$ cat src/rtl/operand_loader.sv
// Loads an operand pair {A,B} from a shared switch bus, one button press per operand.
// The raw button is synchronized and edge-detected so each press advances the FSM once.
module operand_loader #(
    parameter int N = 8
) (
    input  logic           clk,
    input  logic           rst,
    input  logic [N-1:0]   value,
    input  logic           load_btn,
    input  logic           clear,
    output logic [2*N-1:0] ab,
    output logic           ab_valid,
    output logic [1:0]     state_o,
    output logic [7:0]     pair_count
);

    typedef enum logic [1:0] {
        WAIT_A = 2'b00,
        WAIT_B = 2'b01,
        DONE   = 2'b10
    } state_t;

    state_t       state_q;
    logic         sync1_q, sync2_q, hist_q;
    logic         load_pulse;
    logic [N-1:0] a_q;
    logic [N-1:0] b_q;
    logic [N-1:0] ab_a_q;
    logic         ab_valid_q;
    logic [7:0]   cnt_q;

    // Synchronizer and history flops are untouched by clear, so a button held
    // through clear cannot produce a fresh edge afterwards.
    always_ff @(posedge clk or posedge rst) begin
        if (rst) begin
            sync1_q <= 1'b0;
            sync2_q <= 1'b0;
            hist_q  <= 1'b0;
        end else begin
            sync1_q <= load_btn;
            sync2_q <= sync1_q;
            hist_q  <= sync2_q;
        end
    end

    assign load_pulse = sync2_q & ~hist_q;

    always_ff @(posedge clk or posedge rst) begin
        if (rst) begin
            state_q    <= WAIT_A;
            a_q        <= '0;
            b_q        <= '0;
            ab_a_q     <= '0;
            ab_valid_q <= 1'b0;
            cnt_q      <= '0;
        end else begin
            ab_valid_q <= 1'b0;
            if (clear) begin
                state_q <= WAIT_A;
                a_q     <= '0;
                b_q     <= '0;
                ab_a_q  <= '0;
                cnt_q   <= '0;
            end else begin
                case (state_q)
                    WAIT_A: begin
                        if (load_pulse) begin
                            a_q     <= value;
                            state_q <= WAIT_B;
                        end
                    end
                    WAIT_B: begin
                        if (load_pulse) begin
                            b_q        <= value;
                            ab_a_q     <= a_q;
                            ab_valid_q <= 1'b1;
                            cnt_q      <= cnt_q + 8'd1;
                            state_q    <= DONE;
                        end
                    end
                    DONE: begin
                        if (load_pulse) begin
                            a_q     <= value;
                            state_q <= WAIT_B;
                        end
                    end
                    default: state_q <= WAIT_A;
                endcase
            end
        end
    end

    // B only changes when a pair completes, so it doubles as the low half of ab.
    assign ab         = {ab_a_q, b_q};
    assign ab_valid   = ab_valid_q;
    assign state_o    = state_q;
    assign pair_count = cnt_q;

endmodule

$ cat config.mk
export PLATFORM = sky130hd
export DESIGN_NAME = operand_loader
export DESIGN_NICKNAME = d
export VERILOG_FILES = /design/src/rtl/operand_loader.sv
export SDC_FILE = /design/constraint.sdc
export NUM_CORES = 1
export LEC_CHECK = 0
export ABC_AREA = 1
export ABC_CLOCK_PERIOD_IN_PS = 1350
export BUFFER_PORTS_ARGS = -buffer_cell sky130_fd_sc_hd__clkbuf_2
export CAP_MARGIN = 20
export CORE_MARGIN = 5
export CORE_UTILIZATION = 45
export DETAILED_ROUTE_END_ITERATION = 12
export PLACE_DENSITY = 0.67
export SETUP_SLACK_MARGIN = 0.15
export SYNTH_ARGS = -nofsm -noshare
export SYNTH_HDL_FRONTEND = slang
export SYNTH_SLANG_ARGS = --single-unit
$ cat constraint.sdc
create_clock -name clk -period 1.35 [get_ports clk]
set_input_delay 0.2025 -clock clk [delete_from_list [all_inputs] [get_ports clk]]
set_output_delay 0.2025 -clock clk [all_outputs]
set_load 0.01 [all_outputs]
==> impl_metrics.env <==
export IMPL_initial_core_util_pct=47.14
export IMPL_firstDrtPassIters=4
export IMPL_synth_cells=164
export IMPL_insertion_delay_ns=0.35
export IMPL_worstPathArrival_ns=1.05
export IMPL_num_antenna_cells=0
export IMPL_max_cap_violations=0
export IMPL_ant_nets=0
export IMPL_overflow=0
export IMPL_synth_xor_xnor_area_share_pct=0
export IMPL_syn_area_um2=1598
export IMPL_core_area_um2=3390
export IMPL_skew_ns=0.009241
export IMPL_relSlewSlack_pct=68.81
export IMPL_period_share_pct=92.98
export IMPL_hpwl_mm=2.343
export IMPL_drc=0
export IMPL_slew_viol_final=0
export IMPL_clock_sinks=38
export IMPL_grt_usage_pct=15.45
export IMPL_gp_congestion=0.8089
export IMPL_io_buffers=38
export IMPL_tritoncts_num_buffers=5
export IMPL_critical_path_max_stage_delay_ns=0.47
export IMPL_vdd_drop_max_v=0.0005602
export IMPL_rows=21
export IMPL_post_drt_wl_per_cell_um=13.29
export IMPL_rsz0062_at_grt="yes"
export IMPL_synth_top_flop_cell="dfrtp_1"
export IMPL_slowest_stage="dfrtp_2"
export IMPL_r2r_start="state_o[1]"
export IMPL_setup_viol=0
export IMPL_ys_ff_latch=38
export IMPL_h_tree_depth=2
export IMPL_die_area_um2=4842
export IMPL_crit_path_start_kind="flop"
export IMPL_utilization_pct=64.41
export IMPL_grt_pass1_vias=1347
export IMPL_yosys_top_cells_area="dfrtp_1 (60%), nand2_1 (8.5%), inv_1 (6.3%)"
export IMPL_clk_pin_slew_ns=0.12
export IMPL_layout_commonest_cell="dfrtp_1"
export IMPL_routed_via_density=4.855
export IMPL_p_leak_uw=0.001128
export IMPL_min_from="value[2]"
export IMPL_synth_mux_area_share_pct=0
export IMPL_synth_top_cell_area_share_pct=59.51
export IMPL_clock_fmax_mhz=796.6
export IMPL_cts_root_buffer="clkbuf_4"
export IMPL_synth_top_family_by_area="simple AND/OR/NAND/NOR gates"
export IMPL_synth_area_per_cell_um2=9.743
export IMPL_crit_required_ns=1.15
export IMPL_layout_common_cells="dfrtp_1 (37), clkbuf_2 (34), nand2_1 (33)"
export IMPL_fin_tns_setup_ns=0
export IMPL_criticalPathCategory="flop to output port"
export IMPL_post_synth_fa_ha_maj_area_fraction_pct=0.7831
export IMPL_async_flop_share_pct=100.0
export IMPL_area_growth_pct=36.65
export IMPL_hp_class="primary input to flop"
export IMPL_vias=1340
export IMPL_p_per_area_nw_per_um2=918.7
export IMPL_wirelength_mm=3.668
export IMPL_synth_compound_area_share_pct=13.23
export IMPL_cp_end_kind="output port"
export IMPL_synth_simple_area_share_pct=17.62
export IMPL_pin_count=39
export IMPL_grt_pass1_wl_mm=5.989
export IMPL_synth_cell_type_count=24
export IMPL_grt_start_max_net_pins=39
export IMPL_period_minus_slack_ns=1.255
export IMPL_clk_path_buf_depth=2
export IMPL_worstMarginPinSlew_ns=0.4678
export IMPL_finalHoldViolCount=0
export IMPL_status="complete, no violations"
export IMPL_startpoint="state_o[1]"
export IMPL_synth_edf_count=0
export IMPL_synth_nets=177
export IMPL_seq_area_frac_synth_pct=59.51
export IMPL_die_h_um=69.59
export IMPL_cpMostUsedCell="buf_6"
export IMPL_fin_nets=242
export IMPL_fill_cells=288
export IMPL_cts_tree="built"
export IMPL_drive_gt1_share_pct=44.78
export IMPL_ys_warn_count=0
export IMPL_drt_iter0_drc=91
export IMPL_crit_chain="buf_6 > buf_6"
export IMPL_antenna_found_initial=0
export IMPL_crit_fanout=3
export IMPL_die_w_um=69.59
export IMPL_synth_top_area_cell="dfrtp_1"
[per-layer routing]
layer / routed length, um / GRT usage (%) / share of wire [%] / up-vias
met5: 0 / 0 / 0 / -
met4: 68 / 6.074 / 1.9 / 0
met3: 192 / 5.507 / 5.2 / 8
met2: 1911 / 25.95 / 52 / 34
met1: 1496 / 17.90 / 41 / 643
li1: - / - / - / 655
[cell families after synthesis]
family / Yosys count
adders and majority gates: 1
buffers and inverters: 33
and+or+nand+nor: 59
DFF: 38
AOI/OAI and AO/OA: 33
[metrics by stage]
step	cell area [um^2]	setup slack [ns]	hold WS, ns	total power [uW]	instances
final	2183	0.09474	0.09804	2006	276
after global routing	2183	0.06014	0.06968	2103	276
after floorplan	1598	0.1521	0.2339	1296	164
after global placement	1846	0.1493	0.3112	1346	249
after CTS	1993	0.1547	0.08868	1990	265
after detailed placement	1846	0.05583	0.3134	1353	249
[worst paths after layout]
path	endpoint	slack, ns	cells past startpoint
worst min-delay path	b_q[2]	0.1	3
worst max register to register	pair_count[6]	0.14	6
min in group asynchronous	ab_a_q[2]	0.48	4
worst min register to register	sync2_q	0.36	0
max in group asynchronous	state_o[1]	0.53	4
worst max-delay path	state_o[1]	0.09	2
[flip-flops by register name, indices dropped and copies added (netlist names)]
signal,cells
a_q,8
state_o,2
sync2_q,1
sync1_q,1
hist_q,1
ab_valid,1
b_q,8
pair_count,8
ab_a_q,8
[timing repair]
action                                  CTS  global route
pin swaps                                 0             8
buffers inserted                          6            10
endpoints found under the setup margin   22            30
hold buffers                              2             0
gates resized for setup                   5            44
hold endpoints to repair                 39             0
cloned                                    0             1
[where the power goes]
group	internal, uW	switching (uW)	total [uW]
sequential	1160	14.1	1180
clock	250	379	629
combinational	75.6	124	199
total	1490	517	2010
[area by class of cell]
type,count,area (um^2),share of cell area (%)
Clock inverter,2,12.51,0.5731
Multi-Input combinational cell,93,575.6,26.36
Tap cell,46,57.56,2.636
Inverter,31,131.4,6.017
Timing Repair Buffer,59,396.6,18.17
Timing Repair inverter,1,6.256,0.2865
Sequential cell,38,952.2,43.61
Clock buffer,6,51.30,2.350
[cells in the mapped netlist, types with 2 or more instances]
master	count
nand2_1	36
nand4_1	2
o21ai_2	9
o22ai_1	8
o21ai_0	11
nor2_2	2
nand3_1	4
nor2_1	8
a21oi_1	3
inv_2	3
dfrtp_1	38
buf_6	2
inv_1	27
[worst max-delay path, delay by kind of cell (launching register included)]
| kind | cells | cell delay, ns |
|---|---|---|
| buffers and inverters | 2 | 0.24 |
| flip-flops | 1 | 0.47 |
(Power assumes the default switching activity.)
